### src/rtl/cyclic_decoder_systematic_pkg.sv
// Shared constants, FSM state type and GF(2) helper for the (15,11) cyclic
// Hamming code with g(x) = x^4 + x + 1.
package cyclic_code_pkg;

  localparam int unsigned N = 15;
  localparam int unsigned K = 11;
  localparam int unsigned R = 4;
  localparam logic [R-1:0] GEN = 4'b0011;

  typedef enum logic {
    RECV,
    CORR
  } state_t;

  // x^k mod g(x), used at elaboration to derive the error-trap pattern.
  function automatic logic [R-1:0] xpow_mod_g(input int unsigned k,
                                               input logic [R-1:0] gen = GEN);
    logic [R-1:0] r;
    r = {{(R-1){1'b0}}, 1'b1};
    for (int unsigned i = 0; i < k; i++) begin
      r = {r[R-2:0], 1'b0} ^ (r[R-1] ? gen : '0);
    end
    return r;
  endfunction

endpackage

### src/rtl/cyclic_decoder_systematic_if.sv
// Serial receive/decode channel: codeword bits in, corrected info bits out.
interface cyclic_decoder_systematic_if;
  logic enable;
  logic in;
  logic out;
  logic out_valid;
  logic err;

  modport master (output enable, output in,
                  input  out, input out_valid, input err);
  modport slave  (input  enable, input in,
                  output out, output out_valid, output err);
endinterface

### src/rtl/cyclic_decoder_systematic_syndrome.sv
// Syndrome LFSR dividing the incoming polynomial by g(x); trap zeroes it once
// the correctable error has been removed.
module cyclic_syndrome_lfsr #(
  parameter int unsigned   R   = cyclic_code_pkg::R,
  parameter logic [R-1:0]  GEN = cyclic_code_pkg::GEN
) (
  input  logic         clk,
  input  logic         reset,
  input  logic         enable,
  input  logic         clear,
  input  logic         shift_in,
  input  logic         data_in,
  input  logic         trap,
  output logic [R-1:0] s
);

  logic [R-1:0] s_q;
  logic [R-1:0] s_d;
  logic [R-1:0] base;

  always_comb begin
    s_d  = s_q;
    base = clear ? '0 : s_q;
    if (enable) begin
      if (trap) begin
        s_d = '0;
      end else if (shift_in) begin
        s_d = {base[R-2:0], data_in} ^ (base[R-1] ? GEN : '0);
      end else if (clear) begin
        s_d = '0;
      end
    end
  end

  always_ff @(posedge clk) begin
    if (reset) begin
      s_q <= '0;
    end else begin
      s_q <= s_d;
    end
  end

  assign s = s_q;

endmodule

### src/rtl/cyclic_decoder_systematic.sv
// Serial Meggitt decoder for the systematic (15,11) cyclic Hamming code:
// 15 receive cycles, then 11 correction cycles emitting info bits MSB-first.
module cyclic_decoder_systematic
  import cyclic_code_pkg::*;
#(
  parameter int unsigned  N   = cyclic_code_pkg::N,
  parameter int unsigned  K   = cyclic_code_pkg::K,
  parameter int unsigned  R   = cyclic_code_pkg::R,
  parameter logic [R-1:0] GEN = cyclic_code_pkg::GEN
) (
  input logic                        clk,
  input logic                        reset,
  cyclic_decoder_systematic_if.slave bus
);

  localparam int unsigned  CW      = $clog2(N);
  localparam logic [R-1:0] ERR_PAT = xpow_mod_g(N - 1, GEN);

  state_t         state_q, state_d;
  logic [CW-1:0]  cnt_q, cnt_d;
  logic [N-1:0]   cw_buf_q, cw_buf_d;
  logic           out_q, out_d;
  logic           out_valid_q, out_valid_d;
  logic           err_q, err_d;

  logic [R-1:0]   syn;
  logic [R-1:0]   syn_step;
  logic           match;
  logic           lfsr_clear;
  logic           lfsr_data;

  cyclic_syndrome_lfsr #(
    .R   (R),
    .GEN (GEN)
  ) u_syndrome (
    .clk      (clk),
    .reset    (reset),
    .enable   (bus.enable),
    .clear    (lfsr_clear),
    .shift_in (1'b1),
    .data_in  (lfsr_data),
    .trap     (match),
    .s        (syn)
  );

  // Syndrome after the last received bit, needed the same edge it is latched.
  assign syn_step = {syn[R-2:0], bus.in} ^ (syn[R-1] ? GEN : '0);

  always_comb begin
    state_d     = state_q;
    cnt_d       = cnt_q;
    cw_buf_d    = cw_buf_q;
    out_d       = out_q;
    out_valid_d = out_valid_q;
    err_d       = err_q;
    match       = (state_q == CORR) && (syn == ERR_PAT);
    lfsr_clear  = (state_q == RECV) && (cnt_q == '0);
    lfsr_data   = (state_q == RECV) ? bus.in : 1'b0;

    if (bus.enable) begin
      case (state_q)
        RECV: begin
          cw_buf_d = {cw_buf_q[N-2:0], bus.in};
          cnt_d    = cnt_q + 1'b1;
          if (cnt_q == '0) begin
            out_d       = 1'b0;
            out_valid_d = 1'b0;
            err_d       = 1'b0;
          end
          if (cnt_q == CW'(N - 1)) begin
            state_d = CORR;
            cnt_d   = '0;
            err_d   = (syn_step != '0);
          end
        end
        CORR: begin
          out_d       = cw_buf_q[N-1] ^ match;
          out_valid_d = 1'b1;
          cw_buf_d    = {cw_buf_q[N-2:0], 1'b0};
          cnt_d       = cnt_q + 1'b1;
          if (cnt_q == CW'(K - 1)) begin
            state_d = RECV;
            cnt_d   = '0;
          end
        end
        default: begin
          state_d = RECV;
          cnt_d   = '0;
        end
      endcase
    end
  end

  always_ff @(posedge clk) begin
    if (reset) begin
      state_q     <= RECV;
      cnt_q       <= '0;
      cw_buf_q    <= '0;
      out_q       <= 1'b0;
      out_valid_q <= 1'b0;
      err_q       <= 1'b0;
    end else begin
      state_q     <= state_d;
      cnt_q       <= cnt_d;
      cw_buf_q    <= cw_buf_d;
      out_q       <= out_d;
      out_valid_q <= out_valid_d;
      err_q       <= err_d;
    end
  end

  assign bus.out       = out_q;
  assign bus.out_valid = out_valid_q;
  assign bus.err       = err_q;

endmodule

### src/flat_wrapper.sv
// flat-port wrapper written by rule: the top's interface ports become plain ports
module cyclic_decoder_systematic_flat import cyclic_code_pkg::*;
#(
  parameter int unsigned  N   = cyclic_code_pkg::N,
  parameter int unsigned  K   = cyclic_code_pkg::K,
  parameter int unsigned  R   = cyclic_code_pkg::R,
  parameter logic [R-1:0] GEN = cyclic_code_pkg::GEN
)
  (clk, reset, bus_enable, bus_in, bus_out, bus_out_valid, bus_err);
  cyclic_decoder_systematic_if bus_i ();
  input logic clk;
  input logic reset;
  input wire logic [$bits(bus_i.enable)-1:0] bus_enable;
  input wire logic [$bits(bus_i.in)-1:0] bus_in;
  output wire logic [$bits(bus_i.out)-1:0] bus_out;
  output wire logic [$bits(bus_i.out_valid)-1:0] bus_out_valid;
  output wire logic [$bits(bus_i.err)-1:0] bus_err;
  assign bus_i.enable = bus_enable;
  assign bus_i.in = bus_in;
  assign bus_out = bus_i.out;
  assign bus_out_valid = bus_i.out_valid;
  assign bus_err = bus_i.err;
  cyclic_decoder_systematic #(.N(N), .K(K), .R(R), .GEN(GEN)) u_core (.clk(clk), .reset(reset), .bus(bus_i));
endmodule
### config.mk
export PLATFORM = sky130hd
export DESIGN_NAME = cyclic_decoder_systematic_flat
export DESIGN_NICKNAME = d
export VERILOG_FILES = /design/src/rtl/cyclic_decoder_systematic_pkg.sv /design/src/rtl/cyclic_decoder_systematic_if.sv /design/src/rtl/cyclic_decoder_systematic_syndrome.sv /design/src/rtl/cyclic_decoder_systematic.sv /design/src/flat_wrapper.sv
export SDC_FILE = /design/constraint.sdc
export NUM_CORES = 1
export LEC_CHECK = 0
export ABC_AREA = 1
export BUFFER_PORTS_ARGS = -buffer_cell sky130_fd_sc_hd__buf_4
export CAP_MARGIN = 20
export CORE_MARGIN = 2
export CORE_UTILIZATION = 52
export CTS_BUF_LIST = sky130_fd_sc_hd__clkbuf_16
export DETAILED_ROUTE_END_ITERATION = 8
export PLACE_DENSITY = 0.73
export SLEW_MARGIN = 20
export SYNTH_ARGS = -nofsm -noshare
export SYNTH_HDL_FRONTEND = slang
export SYNTH_SLANG_ARGS = --single-unit
### constraint.sdc
create_clock -name clk -period 1.8 [get_ports clk]
set_input_delay 0.18 -clock clk [delete_from_list [all_inputs] [get_ports clk]]
set_output_delay 0.18 -clock clk [all_outputs]
set_load 0.03 [all_outputs]
; Word-level counts from Yosys, hierarchy flattened
; Cells that the tools add are included.
[totals]
ff_bits = 27
wordCells = 39
inputBits = 4
[op_classes]
n_eq_ne = 4
bitwise_logic = 4
muxes = 16
addsub = 1
reduce_logical = 7
[ops]
columns = cell, count
row1 = 15-bit one-hot mux with 2 select lines, 1
row2 = 4-bit two-way mux, 4
row3 = 4-bit == test (second input constant), 3
row4 = 4-bit one-hot mux with 2 select lines, 1
row5 = 1-bit one-hot mux with 2 select lines, 3
row6 = 1-bit two-way mux, 5
row7 = 4-bit by 1-bit adder with 4-bit output (second input constant), 1
row8 = 4-bit zero test, 1
row9 = 2-bit two-way mux, 2
row10 = 4-bit nonzero test, 1
row11 = 4-bit by 2-bit bitwise XOR with 4-bit output, 1
row12 = 4-bit bitwise XOR, 1
row13 = 3-bit AND reduction, 1
row14 = 1-bit logical AND, 2
row15 = 2-bit != test (second input constant), 1
row16 = 2-bit AND reduction, 1
row17 = 2-bit nonzero test, 1
row18 = 1-bit NOT, 1
row19 = 1-bit bitwise XOR, 1

; Longest topological paths before layout
[depth]
ltp_word = 6
depth_mapped = 9
ltp_nobuf = 9

; By module
; From an unflattened synthesis, not the netlist that was laid out.
[hier_totals]
hier_cells = 180
area_unflattened_um2 = 1238.7
[by_module_without_submodules]
columns = mod, seq_area_each_um2, area_each_um2, n_inst, cells_per_inst
row1 = cyclic_decoder_systematic, 460.4, 1002.2, 1, 140
row2 = cyclic_syndrome_lfsr, 80.1, 236.5, 1, 40

; Worst setup path after synthesis
; No wires, ideal clock.
[synth_timing]
kind = register to register
start = register u_core.cnt_q[0]
end = register u_core.cnt_q[3]
n_path_buf = 0
synth_period_minus_slack_ps = 1105
path_stages_with_launch = 8
setup_time_ps = 116
slack_ps = 695
t_arrival_ps = 989
cell_sequence = dfxtp_1 > inv_1 > ha_1 > nand3_1 > inv_1 > nand2_1 > a21oi_2 > nor2_1
[synth_via]
elab_chain_cells = 3
elab_cells_between_ends = 6
[synth_rtl]
columns = element, line
row1 = from (decl), cyclic_decoder_systematic.sv:20  ; logic [CW-1:0] cnt_q, cnt_d;
row2 = from (signal assigned), cyclic_decoder_systematic.sv:104  ; cnt_q <= cnt_d;
row3 = 4-bit by 1-bit adder with 4-bit output (tied with other cells), "cyclic_decoder_systematic.sv:64, cyclic_decoder_systematic.sv:80"
row4 = 4-bit two-way mux (on tied branches), "cyclic_decoder_systematic.sv:81, cyclic_decoder_systematic.sv:70"
row5 = 4-bit one-hot mux with 2 select lines (*), cyclic_decoder_systematic.sv:61  ; case (state_q)
; Every way passes the cells marked *; elsewhere a longest branch is shown, timed or not.
; A chain may end at the register's enable or synchronous reset.

; Final worst setup path
[layout_timing]
start = register u_core.cnt_q[0]
end = register u_core.cnt_q[2]
; The elaborated chain is that of the path after synthesis.

==> results.sh <==
export IMPL_rsz0062_at_grt="no"
export IMPL_yosys_warnings=0
export IMPL_ios=7
export IMPL_slew_viol_final=0
export IMPL_synth_seq_cells=27
export IMPL_cp_data_required_time_ns=1.96
export IMPL_p_switching_uw=307
export IMPL_die_h_microns=51.5
export IMPL_p_int_uw=975
export IMPL_pwr_share_clk=0.408
export IMPL_p_sw_frac=0.240
export IMPL_nNetsFinal=172
export IMPL_fmax_ghz=0.811
export IMPL_clock_path_buffers=2
export IMPL_dr_total_vias=1012
export IMPL_pwr_share_comb=0.092
export IMPL_htreeDepth=1
export IMPL_drv_cap=0
export IMPL_drc=0
export IMPL_start_util=0.540
export IMPL_insertion_delay_ns=0.26
export IMPL_cts_sink_count=27
export IMPL_fin_tns_setup_ns=0
export IMPL_gp_congestion=0.832
export IMPL_p_leak_uw=0.000556
export IMPL_drtPass1Iterations=4
export IMPL_first_global_vias=894
export IMPL_synth_edff_count=0
export IMPL_crit_type="register to register"
export IMPL_post_cts_buffers=0
export IMPL_track_usage=0.184
export IMPL_die_area_sq_um=2650
export IMPL_seqPwrFrac=0.500
export IMPL_die_width_microns=51.5
export IMPL_syn_avg_cell_area_sq_um=7.27
export IMPL_synth_net_count=168
export IMPL_dp_hpwl_microns=1470
export IMPL_final_min_clock_period_ns=1.23
export IMPL_post_cts_resized=0
export IMPL_overflow=0
export IMPL_vdd_drop_max_uv=790
export IMPL_grt_max_degree=29
export IMPL_hold_violations=0
export IMPL_startpoint_type="register"
export IMPL_netlist_area_sq_um=1170
export IMPL_ant_nets=0
export IMPL_drtIter0Drc=19
export IMPL_outcome="finished clean"
export IMPL_power_density_nw_per_um2=991
export IMPL_synth_top_flop_cell="dfxtp_1"
export IMPL_timing_worst_slew_pin_value_ns=0.383
export IMPL_hold_class="input pin to register"
export IMPL_finClkSkew_ns=0.00359
export IMPL_hold_buffers=0
export IMPL_dp_cells=188
export IMPL_cts_buffers=3
export IMPL_worstPathArrival_ns=1.39
export IMPL_slew_headroom=0.744
export IMPL_end_kind="register"
export IMPL_clock_root_buffer="clkbuf_16"
export IMPL_setup_violations=0
export IMPL_routedWlPerCell_microns=11.2
export IMPL_viasPerCell=5.27
export IMPL_yosysSeqAreaShare=0.462
export IMPL_synthArstFlopShare=0
export IMPL_core_sq_um=2170
export IMPL_routed_wl_microns=2160
export IMPL_syn_inst=161
export IMPL_drive_gt1_frac=0.122
export IMPL_antenna_found_initial=0
export IMPL_grt_pass1_wl_microns=3660
export IMPL_clk_pin_slew_ns=0.07
export IMPL_cp_max_fo=3
export IMPL_synth_cell_type_count=20
export IMPL_cts_tree="done"
export IMPL_place_port_buffers=6
export IMPL_row_count=17
export IMPL_period_share=0.685
export IMPL_area_growth_pct=10.6
export IMPL_layout_cells_non_filler=192
export IMPL_num_antenna_cells=0
[cell type report]
class / instances / area, sq um
multi-input cells: 118 / 557
well taps: 28 / 35.0
inverters: 9 / 33.8
fillers: 210 / 875
flip-flops and latches: 27 / 541
clock inverters: 1 / 8.76
repair buffers: 6 / 45.0
clock buffers: 3 / 75.1
[layer usage]
layer | routed length [microns] | track usage | up-vias
met5 | 0 | 0 | -
met4 | 28 | 0.0833 | 0
met3 | 118 | 0.0614 | 5
met2 | 1040 | 0.308 | 25
met1 | 971 | 0.209 | 450
li1 | - | - | 532
[final timing paths]
check / from / to / slack (ns) / cells after the start
min reg2reg: u_core.bus.out$_SDFFE_PP0P_ / u_core.bus.out$_SDFFE_PP0P_ / 0.47 / 2
max: u_core.cnt_q[0]$_SDFFE_PP0P_ / u_core.cnt_q[2]$_SDFFE_PP0P_ / 0.57 / 7
min: reset / u_core.u_syndrome.s[0]$_SDFFE_PP0P_ / 0.17 / 2
max reg2reg: u_core.cnt_q[0]$_SDFFE_PP0P_ / u_core.cnt_q[2]$_SDFFE_PP0P_ / 0.57 / 7
[layout by cell type (no fill, tap or decap), drive strengths merged]
master | Yosys | layout
nor3 | 2 | 2
o21bai | 1 | 1
a21oi | 13 | 13
nor2 | 38 | 38
o21ai | 17 | 17
dfxtp | 27 | 27
inv | 9 | 10
ha | 3 | 3
clkbuf | 0 | 3
nand3b | 1 | 1
nand3 | 12 | 12
nand4 | 2 | 2
buf | 7 | 6
a211oi | 1 | 1
nand2 | 28 | 28
[flip-flops by register name, indices dropped and copies added, names as in the netlist]
| name | count |
|---|---|
| u_core.state_q | 1 |
| u_core.cw_buf_q | 15 |
| u_core.cnt_q | 4 |
| u_core.bus.err | 1 |
| u_core.bus.out | 1 |
| u_core.u_syndrome.s | 4 |
| u_core.bus.out_valid | 1 |
[synth_stat cells, drive strengths merged, types with 2 or more instances]
cell type,n,area (sq um)
nor2,38,148
nand2,28,105
dfxtp,27,541
o21ai,17,88.8
a21oi,13,72.6
nand3,12,60.1
inv,9,33.8
buf,7,40.0
ha,3,37.5
nand4,2,12.5
nor3,2,10.0
[cells by family after synthesis]
group,Yosys count,synth area share
AND/OR/NAND/NOR,83,0.293
adder cells (fa/ha/maj),3,0.0321
buffers and inverters,16,0.0630
AO/OA/AOI/OAI,32,0.151
flip-flops,27,0.462
[power by group through the flow]
| stage | sequential [uW] | clock [uW] | combinational, uW |
|---|---|---|---|
| global route | 645 | 560 | 136 |
| global placement | 654 | 0 | 115 |
| finish | 641 | 523 | 118 |
| floorplan | 656 | 0 | 93.4 |
| detailed placement | 655 | 0 | 118 |
| CTS | 641 | 538 | 119 |
[metrics by stage]
stage | cell area, sq um | utilization | total power, uW | setup WS, ns | hold WS, ns
3_5_place_dp | 1210 | 0.558 | 773 | 0.587 | 0.451
3_3_place_gp | 1210 | 0.558 | 770 | 0.630 | 0.435
6_report | 1290 | 0.597 | 1280 | 0.567 | 0.165
4_1_cts | 1290 | 0.597 | 1300 | 0.572 | 0.163
2_1_floorplan | 1170 | - | 749 | 0.695 | 0.347
5_1_grt | 1290 | 0.597 | 1340 | 0.395 | 0.178
[critical path, stage by stage (launching register included)]
cell     delay, ns
dfxtp_1       0.33
inv_1         0.10
ha_1          0.20
nand3_1       0.10
inv_1         0.09
nand2_1       0.09
a21oi_2       0.15
nor3_1        0.06
(Power assumes the default switching activity.)
